## config.mk

```make
export PLATFORM = sky130hd
export DESIGN_NAME = wb_master_seq_flat
export DESIGN_NICKNAME = d
export VERILOG_FILES = /design/src/rtl/wb_master_seq_if.sv /design/src/rtl/wb_master_seq.sv /design/src/flat_wrapper.sv
export SDC_FILE = /design/constraint.sdc
export NUM_CORES = 1
export LEC_CHECK = 0
export BUFFER_PORTS_ARGS = -buffer_cell sky130_fd_sc_hd__clkbuf_2
export CAP_MARGIN = 40
export CORE_UTILIZATION = 30
export CTS_CLUSTER_DIAMETER = 60
export CTS_CLUSTER_SIZE = 30
export DETAILED_ROUTE_END_ITERATION = 10
export SETUP_SLACK_MARGIN = 0.1
export SLEW_MARGIN = 40
export SYNTH_ARGS = -nofsm -noshare
export SYNTH_HDL_FRONTEND = slang
export SYNTH_SLANG_ARGS = --single-unit
```

## constraint.sdc

```tcl
create_clock -name CLK_I -period 3.75 [get_ports CLK_I]
set_clock_uncertainty 0.05 [all_clocks]
set_input_delay 0.375 -clock CLK_I [delete_from_list [all_inputs] [get_ports CLK_I]]
set_output_delay 0.375 -clock CLK_I [all_outputs]
set_load 0.03 [all_outputs]
```

## src/rtl/wb_master_seq_if.sv

```systemverilog
// Wishbone classic bus bundle between the traffic engine and a slave.
interface wb_master_seq_if #(
    parameter int ADDR_W = 32,
    parameter int DATA_W = 32
);
    logic              CYC_O;
    logic              STB_O;
    logic              WE_O;
    logic [ADDR_W-1:0] ADR_O;
    logic [DATA_W-1:0] DAT_O;
    logic [DATA_W-1:0] DAT_I;
    logic              ACK_I;
    logic              ERR_I;

    modport master (
        output CYC_O, STB_O, WE_O, ADR_O, DAT_O,
        input  DAT_I, ACK_I, ERR_I
    );

    modport slave (
        input  CYC_O, STB_O, WE_O, ADR_O, DAT_O,
        output DAT_I, ACK_I, ERR_I
    );
endinterface

```

## src/rtl/wb_master_seq.sv

```systemverilog
// Wishbone classic traffic engine: queued commands, programmable idle gap,
// one CYC/STB access per command, one response pulse per command.
module wb_master_seq #(
    parameter int          ADDR_W     = 32,
    parameter int          DATA_W     = 32,
    parameter int          FIFO_DEPTH = 4,
    parameter int          GAP_MIN    = 4,
    parameter int          GAP_RND_W  = 4,
    parameter int          TIMEOUT    = 64,
    parameter int          POST_IDLE  = 5,
    parameter logic [15:0] LFSR_SEED  = 16'hACE1
) (
    input  logic              CLK_I,
    input  logic              RST_I,
    input  logic              rnd_en_i,
    input  logic              cmd_valid_i,
    output logic              cmd_ready_o,
    input  logic              cmd_we_i,
    input  logic [ADDR_W-1:0] cmd_adr_i,
    input  logic [DATA_W-1:0] cmd_dat_i,
    output logic              rsp_valid_o,
    output logic [DATA_W-1:0] rsp_dat_o,
    output logic              rsp_err_o,
    output logic              rsp_tmo_o,
    output logic              busy_o,
    output logic [15:0]       txn_cnt_o,
    wb_master_seq_if.master   wb
);
    localparam int PTR_W   = $clog2(FIFO_DEPTH);
    localparam int GAP_MAX = GAP_MIN + (1 << GAP_RND_W) - 1;
    localparam int GAP_W   = (GAP_MAX > 0) ? $clog2(GAP_MAX + 1) : 1;
    localparam int TMO_W   = (TIMEOUT > 1) ? $clog2(TIMEOUT) : 1;
    localparam int HOLD_W  = (POST_IDLE > 0) ? $clog2(POST_IDLE + 1) : 1;

    localparam logic [PTR_W:0]   FULL_CNT = (PTR_W+1)'(FIFO_DEPTH);
    localparam logic [TMO_W-1:0] TMO_LAST = TMO_W'((TIMEOUT > 0) ? TIMEOUT - 1 : 0);

    typedef struct packed {
        logic              we;
        logic [ADDR_W-1:0] adr;
        logic [DATA_W-1:0] dat;
    } cmd_t;

    typedef enum logic [2:0] {
        S_IDLE,
        S_GAP,
        S_BUS,
        S_RSP,
        S_HOLD
    } state_t;

    state_t state, state_n;

    cmd_t             fifo_mem [FIFO_DEPTH];
    logic [PTR_W-1:0] wr_ptr, rd_ptr;
    logic [PTR_W:0]   fifo_cnt;
    logic             fifo_avail;
    logic             push, pop;

    cmd_t              cur;
    logic [15:0]       lfsr;
    logic [GAP_W-1:0]  gap_cnt, gap_load;
    logic [TMO_W-1:0]  tmo_cnt;
    logic [HOLD_W-1:0] hold_cnt;
    logic              tmo_hit, bus_end, bus_act;

    assign cmd_ready_o = !RST_I && (fifo_cnt != FULL_CNT);
    assign push        = cmd_valid_i && cmd_ready_o;
    assign busy_o      = (state != S_IDLE) || (fifo_cnt != '0);

    assign gap_load = GAP_W'(GAP_MIN) + (rnd_en_i ? GAP_W'(lfsr[GAP_RND_W-1:0]) : '0);
    assign tmo_hit  = (TIMEOUT != 0) && (tmo_cnt == TMO_LAST);

    // Bus strobes are a pure decode of the state so they drop on the same edge that ends the access.
    assign bus_act   = (state == S_BUS);
    assign wb.CYC_O  = bus_act;
    assign wb.STB_O  = bus_act;
    assign wb.WE_O   = bus_act && cur.we;
    assign wb.ADR_O  = bus_act ? cur.adr : '0;
    assign wb.DAT_O  = (bus_act && cur.we) ? cur.dat : '0;

    // Command storage; memory itself needs no reset, pointers do.
    always_ff @(posedge CLK_I) begin
        if (push) fifo_mem[wr_ptr] <= '{we: cmd_we_i, adr: cmd_adr_i, dat: cmd_dat_i};
    end

    // FIFO pointers and occupancy. The engine sees occupancy one cycle late,
    // which keeps the FIFO count off the FSM decode path.
    always_ff @(posedge CLK_I) begin
        if (RST_I) begin
            wr_ptr     <= '0;
            rd_ptr     <= '0;
            fifo_cnt   <= '0;
            fifo_avail <= 1'b0;
        end else begin
            if (push) wr_ptr <= wr_ptr + PTR_W'(1);
            if (pop)  rd_ptr <= rd_ptr + PTR_W'(1);
            case ({push, pop})
                2'b10:   fifo_cnt <= fifo_cnt + (PTR_W+1)'(1);
                2'b01:   fifo_cnt <= fifo_cnt - (PTR_W+1)'(1);
                default: fifo_cnt <= fifo_cnt;
            endcase
            fifo_avail <= (fifo_cnt != '0);
        end
    end

    // Free-running gap LFSR, x^16 + x^14 + x^13 + x^11 + 1.
    always_ff @(posedge CLK_I) begin
        if (RST_I) lfsr <= LFSR_SEED;
        else       lfsr <= {lfsr[14:0], lfsr[15] ^ lfsr[13] ^ lfsr[12] ^ lfsr[10]};
    end

    // State register.
    always_ff @(posedge CLK_I) begin
        if (RST_I) state <= S_IDLE;
        else       state <= state_n;
    end

    // Next-state decode; the access terminates on ACK, ERR or timeout.
    always_comb begin
        state_n = state;
        pop     = 1'b0;
        bus_end = 1'b0;
        case (state)
            S_IDLE: begin
                if (fifo_avail) begin
                    pop     = 1'b1;
                    state_n = (gap_load == '0) ? S_BUS : S_GAP;
                end
            end
            S_GAP:  if (gap_cnt <= GAP_W'(1)) state_n = S_BUS;
            S_BUS: begin
                if (wb.ACK_I || wb.ERR_I || tmo_hit) begin
                    bus_end = 1'b1;
                    state_n = S_RSP;
                end
            end
            S_RSP:  state_n = (POST_IDLE == 0) ? S_IDLE : S_HOLD;
            S_HOLD: if (hold_cnt <= HOLD_W'(1)) state_n = S_IDLE;
            default: state_n = S_IDLE;
        endcase
    end

    // Holding register and the gap / timeout / post-idle counters.
    always_ff @(posedge CLK_I) begin
        if (RST_I) begin
            cur      <= '0;
            gap_cnt  <= '0;
            tmo_cnt  <= '0;
            hold_cnt <= '0;
        end else begin
            if (pop) begin
                cur     <= fifo_mem[rd_ptr];
                gap_cnt <= gap_load;
            end else if (state == S_GAP) begin
                gap_cnt <= gap_cnt - GAP_W'(1);
            end
            tmo_cnt <= bus_act ? tmo_cnt + TMO_W'(1) : '0;
            if (state == S_RSP)       hold_cnt <= HOLD_W'(POST_IDLE);
            else if (state == S_HOLD) hold_cnt <= hold_cnt - HOLD_W'(1);
        end
    end

    // Response pulse and transaction count, registered on the terminating edge.
    always_ff @(posedge CLK_I) begin
        if (RST_I) begin
            rsp_valid_o <= 1'b0;
            rsp_dat_o   <= '0;
            rsp_err_o   <= 1'b0;
            rsp_tmo_o   <= 1'b0;
            txn_cnt_o   <= '0;
        end else begin
            rsp_valid_o <= bus_end;
            rsp_dat_o   <= (bus_end && wb.ACK_I && !wb.ERR_I && !cur.we) ? wb.DAT_I : '0;
            rsp_err_o   <= bus_end && (wb.ERR_I || !wb.ACK_I);
            rsp_tmo_o   <= bus_end && !wb.ERR_I && !wb.ACK_I;
            if (bus_end) txn_cnt_o <= txn_cnt_o + 16'd1;
        end
    end
endmodule

```

## src/flat_wrapper.sv

```systemverilog
// flat-port wrapper written by rule: the top's interface ports become plain ports
module wb_master_seq_flat 
#(
    parameter int          ADDR_W     = 32,
    parameter int          DATA_W     = 32,
    parameter int          FIFO_DEPTH = 4,
    parameter int          GAP_MIN    = 4,
    parameter int          GAP_RND_W  = 4,
    parameter int          TIMEOUT    = 64,
    parameter int          POST_IDLE  = 5,
    parameter logic [15:0] LFSR_SEED  = 16'hACE1
)
  (CLK_I, RST_I, rnd_en_i, cmd_valid_i, cmd_ready_o, cmd_we_i, cmd_adr_i, cmd_dat_i, rsp_valid_o, rsp_dat_o, rsp_err_o, rsp_tmo_o, busy_o, txn_cnt_o, wb_CYC_O, wb_STB_O, wb_WE_O, wb_ADR_O, wb_DAT_O, wb_DAT_I, wb_ACK_I, wb_ERR_I);
  wb_master_seq_if #(.ADDR_W(ADDR_W), .DATA_W(DATA_W)) wb_i ();
  input  logic CLK_I;
  input  logic RST_I;
  input  logic rnd_en_i;
  input  logic cmd_valid_i;
  output logic cmd_ready_o;
  input  logic cmd_we_i;
  input  logic [ADDR_W-1:0] cmd_adr_i;
  input  logic [DATA_W-1:0] cmd_dat_i;
  output logic rsp_valid_o;
  output logic [DATA_W-1:0] rsp_dat_o;
  output logic rsp_err_o;
  output logic rsp_tmo_o;
  output logic busy_o;
  output logic [15:0] txn_cnt_o;
  output wire logic [$bits(wb_i.CYC_O)-1:0] wb_CYC_O;
  output wire logic [$bits(wb_i.STB_O)-1:0] wb_STB_O;
  output wire logic [$bits(wb_i.WE_O)-1:0] wb_WE_O;
  output wire logic [$bits(wb_i.ADR_O)-1:0] wb_ADR_O;
  output wire logic [$bits(wb_i.DAT_O)-1:0] wb_DAT_O;
  input wire logic [$bits(wb_i.DAT_I)-1:0] wb_DAT_I;
  input wire logic [$bits(wb_i.ACK_I)-1:0] wb_ACK_I;
  input wire logic [$bits(wb_i.ERR_I)-1:0] wb_ERR_I;
  assign wb_CYC_O = wb_i.CYC_O;
  assign wb_STB_O = wb_i.STB_O;
  assign wb_WE_O = wb_i.WE_O;
  assign wb_ADR_O = wb_i.ADR_O;
  assign wb_DAT_O = wb_i.DAT_O;
  assign wb_i.DAT_I = wb_DAT_I;
  assign wb_i.ACK_I = wb_ACK_I;
  assign wb_i.ERR_I = wb_ERR_I;
  wb_master_seq #(.ADDR_W(ADDR_W), .DATA_W(DATA_W), .FIFO_DEPTH(FIFO_DEPTH), .GAP_MIN(GAP_MIN), .GAP_RND_W(GAP_RND_W), .TIMEOUT(TIMEOUT), .POST_IDLE(POST_IDLE), .LFSR_SEED(LFSR_SEED)) u_core (.CLK_I(CLK_I), .RST_I(RST_I), .rnd_en_i(rnd_en_i), .cmd_valid_i(cmd_valid_i), .cmd_ready_o(cmd_ready_o), .cmd_we_i(cmd_we_i), .cmd_adr_i(cmd_adr_i), .cmd_dat_i(cmd_dat_i), .rsp_valid_o(rsp_valid_o), .rsp_dat_o(rsp_dat_o), .rsp_err_o(rsp_err_o), .rsp_tmo_o(rsp_tmo_o), .busy_o(busy_o), .txn_cnt_o(txn_cnt_o), .wb(wb_i));
endmodule
```

==> impl_metrics.yaml, run 1 <==
global_routing:
  antenna_found_initial: 1
  grt_pass1_wl_mm: 54.9
  grt_pass1_vias: 9840
  overflow: 0
  grt_max_degree: 72
  grt_use_total_pct: 13.4
routing:
  drt-vias-per-instance: 4.59
  postRouteAntennaNets: 0
  route.detailed.drc: 0
  wire_per_inst_um: 17.0
  dr.pass1.iters: 4
  drtIter0Drc: 609
  routed-via-count: 9620
  wl_mm: 35.6
layout:
  areaGrowthSynthToFinish_pct: 27.0
  layout-drive-gt1-share_pct: 28.6
  fin_cells: 2097
  nNetsFinal: 1504
  finish.instance_area_um2: 19900
  num-fill-cells: 4938
sta:
  tightest_slew_ns: 0.743
  post-route-min-period_ns: 3.11
  finalSetupTns_ns: 0
  slew_viol_final: 0
  slew_headroom_pct: 50.4
  fmax_mhz: 321
  grt_setup_unrepaired: "no"
  fin_crit_sh_pct: 83.0
  worst_slack_ns: 0.637
  hold_violations: 0
  setup-violations-final: 0
setup_path:
  worstPathArrival_ns: 2.69
  path_class: "register to primary output"
  end_kind: "primary output"
  path_max_fanout: 29
  critPathRequiredTime_ns: 3.32
  startpoint_type: "register"
pwr:
  power_density_nw_per_um2: 594
  ir_drop_uv: 243
  leakagePower_uw: 0.00722
  total_power_uw: 11900
flow_run:
  maxCapViolations: 0
synth:
  netlist_instances: 1067
  synth-edff-count: 260
  synth_nets: 1184
  synth_warnings: 0
  ys_seq_elements: 417
  synth_fa_ha_area_share_pct: 1.16
  yosys.area_share.simple_pct: 11.4
  synth_mux_area_share_pct: 9.58
  ys_seq_area_share_pct: 69.7
  synth_compound_area_share_pct: 4.70
  syn_area_per_cell_um2: 14.7
  syn_area_um2: 15700
  synth_xor_area_share_pct: 0.725
  synthArstFlopShare_pct: 0
  synth_flop_cell: "edfxtp_1"
  ys_types: 61
  synth_top_family_by_area: "simple AND/OR/NAND/NOR gates"
placement:
  placed_cell_area_um2: 17600
  dp.cells: 1928
  dp_hpwl_mm: 22.1
  preCtsSetupSlack_ns: 1.14
  io_buffers: 222
  gp_congestion: 0.768
floorplanning:
  rows: 83
  fp.coreArea_um2: 51500
  die_w_um: 231
  die_y_um: 231
  start_util_pct: 30.5
  fp.dieArea_um2: 53300
  ios: 223
cts:
  root_buffer: "clkbuf_16"
  cts_tree: "yes"
  htree_num_levels: 2
  clock_latency_ns: 0.56
  clock-sinks: 417
  clockBufferDepth: 3
  cts_buffers: 38
  cts.reportedPaths.clkPinSlew_ns: 0.08
  cts_setup_buffers: 0
hold_path:
  hold_class: "input pin to register"
status:
  outcome: "finished clean"
## where the power goes
part | leakage (uW) | total (uW) | internal [uW] | switching, uW
Sequential | 0.00364 | 5590 | 5260 | 338
Combinational | 0.00294 | 2160 | 970 | 1190
Clock | 0.000643 | 4100 | 2170 | 1930
## layer usage
layer  track usage (%)  vias to the layer above  wire length, um  part of all wire (%)
li1                  -                     4579                -                     -
met4              3.91                        2              739                   2.1
met3              2.87                       46             1500                   4.2
met2              23.1                      205            17700                    50
met5                 0                        -               13                 0.036
met1              16.6                     4788            15600                    44
## worst max-delay path: stages (launching register included)
cell      delay, ns
dfxtp_1        0.64
nor2_4         0.07
nand2_2        0.16
clkinv_2       0.45
buf_4          0.39
and3_1         0.22
clkbuf_2       0.19
## state kept, by name, summed over array words and instances, names as in the netlist, 2 cells and up
| signal | cells |
|---|---|
| u_core.cur | 65 |
| u_core.rsp_dat_o | 32 |
| u_core.state | 3 |
| u_core.rd_ptr | 2 |
| u_core.txn_cnt_o | 16 |
| u_core.fifo_cnt | 3 |
| u_core.gap_cnt | 5 |
| u_core.wr_ptr | 2 |
| u_core.lfsr | 16 |
| u_core.hold_cnt | 3 |
| u_core.tmo_cnt | 6 |
| u_core.fifo_mem | 260 |
## metrics by stage
stage | hold WS [ns] | utilization (%)
floorplan | 0.339 | -
global placement | 0.341 | 34.1
detailed placement | 0.349 | 34.2
CTS | 0.00630 | 38.7
global route | 0.0375 | 38.7
finish | 0.0477 | 38.7
## path summary, 6_finish.rpt
check / cells after the start / end / from / slack [ns]
setup / recovery: 6 / wb_DAT_O[16] / u_core.state[2] / 0.64
hold / removal: 2 / u_core.txn_cnt_o[7] / RST_I / 0.05
setup reg to reg: 6 / u_core.rsp_tmo_o / u_core.state[2] / 1.06
hold reg to reg: 1 / u_core.lfsr[15] / u_core.lfsr[14] / 0.36
## Yosys cell counts, types with 5 or more instances
cell,count,area [um2]
buf_1,9,33.8
or4_1,10,75.1
buf_6,6,67.6
nor2b_1,10,62.6
o21ai_0,7,35.0
dfxtp_1,157,3140
nand2_1,137,514
and3_1,35,219
xor2_1,6,52.6
nor2_1,27,101
a21oi_1,93,465
xnor2_1,7,61.3
edfxtp_1,260,7810
or2_2,7,43.8
buf_4,5,37.5
inv_1,17,63.8
mux4_2,65,1460
ha_1,13,163
clkbuf_1,27,101
nand3_1,8,40.0
o31ai_1,11,82.6
and2_1,71,444
buf_2,17,85.1
## timing repair
item	CTS	global route
gates resized for setup	0	0
hold endpoints to repair	288	0
setup endpoints to repair	0	0
hold buffers	99	0
## cells by family (layout without fill, tap and decap cells)
logic type	count (synthesis)	count (layout)
adders and majority gates	14	14
buffers and inverters	84	433
DFF	417	417
muxes	69	69
other	0	1
xor gates and xnor gates	13	13
and+or+nand+nor	342	342
AOI/OAI and AO/OA	128	128
## final cells by class
cell class,count,area (um2),share of cell area [%]
antenna,1,2.50,0.0125
sequential,417,11000,55.0
clock inverter,23,292,1.46
timing repair buffer,345,2380,11.9
clock buffer,46,1030,5.18
multi-input combinational,566,4350,21.8
tap,680,851,4.27
inverter,19,80.1,0.402
## cells in the final DEF, fill, tap and decap left out, drive strengths merged, types with 7 or more instances in the layout
master	synthesis	final
clkbuf	27	267
nand2	139	139
o21ai	7	7
or2	7	7
a21oi	93	93
nor2b	10	10
nand3	9	9
ha	13	13
mux4	65	65
and2	71	71
nor2	28	28
dlygate4sd3	0	99
xnor2	7	7
or4	10	10
inv	18	34
buf	38	25
o31ai	11	11
dfxtp	157	157
and3	36	36
edfxtp	260	260
Note: power is estimated with default switching activity, not from simulation.
==> inputs of run 2 (changes only) <==
Settings changed: ABC_AREA set to 1.
Clock period 3.75 ns to 2.5 ns, I/O delays scaled along.
==> impl_metrics.yaml, run 2 <==
status:
  outcome: "finished clean"
synth:
  synth_top_family_by_area: "simple AND/OR/NAND/NOR gates"
  synth.area.top_cells: "edfxtp_1 (49%), dfxtp_1 (20%), nor2_1 (9.5%)"
  synth_flop_cell: "edfxtp_1"
  ys_types: 37
  netlist_instances: 1536
  synthArstFlopShare_pct: 0
  syn_area_um2: 16000
  ys_seq_area_share_pct: 68.3
  synth_nets: 1653
  synth_mux_area_share_pct: 0
  syn_area_per_cell_um2: 10.4
  synth_xor_area_share_pct: 0.382
  ys_seq_elements: 417
  yosysTopAreaCell: "edfxtp_1"
  yosysTopAreaCellShare_pct: 48.7
  synth-edff-count: 260
  yosys.area_share.simple_pct: 13.5
  synth_common_cells: "nor2_1 (408), edfxtp_1 (260), o21ai_0 (200), dfxtp_1 (157), inv_1 (155)"
  synth_most_common_cell: "nor2_1"
  synth_fa_ha_area_share_pct: 1.14
  synth_warnings: 0
  synth_compound_area_share_pct: 10.5
cts:
  clock_latency_ns: 0.56
  cts.reportedPaths.clkPinSlew_ns: 0.08
  root_buffer: "clkbuf_16"
  htree_num_levels: 2
  clock-sinks: 417
  cts_tree: "yes"
  cts_buffers: 38
  clockBufferDepth: 3
global_routing:
  overflow: 0
  grt_pass1_wl_mm: 60.4
  grt_use_total_pct: 14.4
  grt_pass1_vias: 10924
  antenna_found_initial: 6
  grt_max_degree: 136
setup_path:
  end_kind: "primary output"
  path_max_fanout: 5
  critPathRequiredTime_ns: 2.20
  crit_path_frequent_cell: "buf_4"
  startpoint_type: "register"
  path_buf_inv: 3
  path_class: "register to primary output"
  worstPathArrival_ns: 1.99
  critPathSlowestCell: "dfxtp_1"
  slowest_delay_ns: 0.39
  path_delay_family: "buffers and inverters"
  critical_path.cell_chain: "nor2_4 > nand2_4 > buf_4 > buf_4 > nor2_1 > clkbuf_2"
placement:
  gp_congestion: 0.834
  dp.cells: 2387
  dp_hpwl_mm: 22.7
  io_buffers: 222
layout:
  reg_top3: "u_core.fifo_mem: 260 flops, u_core.cur: 65 flops, u_core.rsp_dat_o: 32 flops"
  top_register: "u_core.fifo_mem"
  layout-drive-gt1-share_pct: 18.5
  final_common_cell: "nor2_1"
  post-route-util_pct: 38.6
  num-fill-cells: 5074
  seqCellArea_um2: 11000
  multi_input_area_um2: 4140
  areaGrowthSynthToFinish_pct: 26.7
  fin_cells: 2563
  final_cell_mix: "nor2_1 (404), edfxtp_1 (260), clkbuf_2 (222)"
  largest_reg_flops: 260
  nNetsFinal: 1959
pwr:
  power_density_nw_per_um2: 868
  p_sw_uw: 5450
  combPwrFrac_pct: 18.9
  seq_power_share_pct: 46.6
  internal_power_uw: 12200
  p_sw_share_pct: 30.9
  clkPwrFrac_pct: 34.5
  ir_drop_uv: 571
  leakagePower_uw: 0.00778
sta:
  hold_violations: 0
  tightest_slew_ns: 0.656
  post-route-min-period_ns: 2.29
  fin_crit_sh_pct: 91.6
  slew_headroom_pct: 56.2
  fmax_mhz: 437
  grt_setup_unrepaired: "no"
  finalSetupTns_ns: 0
  slew_viol_final: 0
  setup-violations-final: 0
floorplanning:
  rows: 84
  ios: 223
  die_w_um: 233
  start_util_pct: 30.5
  fp.dieArea_um2: 54400
  fp.coreArea_um2: 52700
  die_y_um: 233
flow_run:
  maxCapViolations: 0
routing:
  drt-vias-per-instance: 4.49
  wire_per_inst_um: 15.5
  dr.pass1.iters: 5
  wl_mm: 39.8
  routed-via-count: 11516
  route.detailed.drc: 0
  postRouteAntennaNets: 0
  drtIter0Drc: 694
hold_path:
  hold_class: "input pin to register"
-- run 2: cell count changes in the layout (fill, tap and decap cells not counted), moves of 52 or more --
cell     previous run  this run
a21oi_1            93        24
a31oi_1             1        67
and2_1             67         0
inv_1              17       154
mux4_2             65         0
nand2_1           137        85
nor2_1             27       404
o21ai_0             7       200
-- run 2: per-layer routing --
metal  track usage, %  share of wire, %  vias up
met2             24.9                48      293
met5                0             0.085        -
met1             18.2                44     5397
met4             4.43               2.1        6
met3             2.76               5.5       62
li1                 -                 -     5758
-- run 2: power groups by stage --
stage	Combinational (uW)	Clock, uW	Sequential [uW]
6_report	3330	6090	8220
3_5_place_dp	3230	0	8360
4_1_cts	3400	6300	8210
5_1_grt	3790	6540	8290
3_3_place_gp	3170	0	8350
2_1_floorplan	2320	0	8320
-- run 2: cell families (layout without fill, tap and decap cells) --
group	after synthesis	in the layout
AND/OR/NAND/NOR	546	546
flip-flops	417	417
AO/OA/AOI/OAI	311	311
buffers and inverters	241	577
adder cells (fa/ha/maj)	14	14
XOR/XNOR	7	7
other	0	3
-- run 2: final cells by class --
type | count | share of cell area (%)
antenna | 3 | 0.0369
clock buffer | 45 | 5.17
clock inverter | 25 | 1.37
inverter | 160 | 2.99
multi-input combinational | 878 | 20.4
sequential | 417 | 53.9
tap | 688 | 4.24
timing repair buffer | 347 | 11.9
-- run 2: path summary, 6_finish.rpt --
path / start / cells past startpoint / slack [ns] / end
max: u_core.state[2] / 6 / 0.21 / wb_ADR_O[22]
min: cmd_valid_i / 3 / 0.05 / u_core.wr_ptr[1]
min reg2reg: u_core.lfsr[6] / 1 / 0.35 / u_core.lfsr[7]
max reg2reg: u_core.state[0] / 12 / 0.43 / u_core.fifo_cnt[2]
-- run 2: worst register-to-register path: cells and delay by family, from the launching register on --
kind | cells | cell delay, ns
buffers and inverters | 3 | 0.25
and+or+nand+nor | 3 | 0.29
AOI/OAI and AO/OA | 4 | 0.46
DFF | 1 | 0.37
adders and majority gates | 2 | 0.51
-- run 2: stage by stage --
stage	hold slack [ns]	area (um2)	setup WS, ns	total power (uW)
global route	0.0452	20300	0.112	18600
finish	0.0516	20300	0.211	17600
detailed placement	0.345	18000	0.468	11600
global placement	0.342	18000	0.425	11500
CTS	0.00871	20300	0.119	17900
floorplan	0.299	16100	0.114	10600
-- run 2: repair_timing --
item | 4_1_cts | 5_1_grt
buffers inserted | 3 | 0
pin swaps | 1 | 0
gates resized for setup | 0 | 2
setup endpoints to repair | 32 | 36
hold buffers | 100 | 0
hold endpoints to repair | 296 | 0
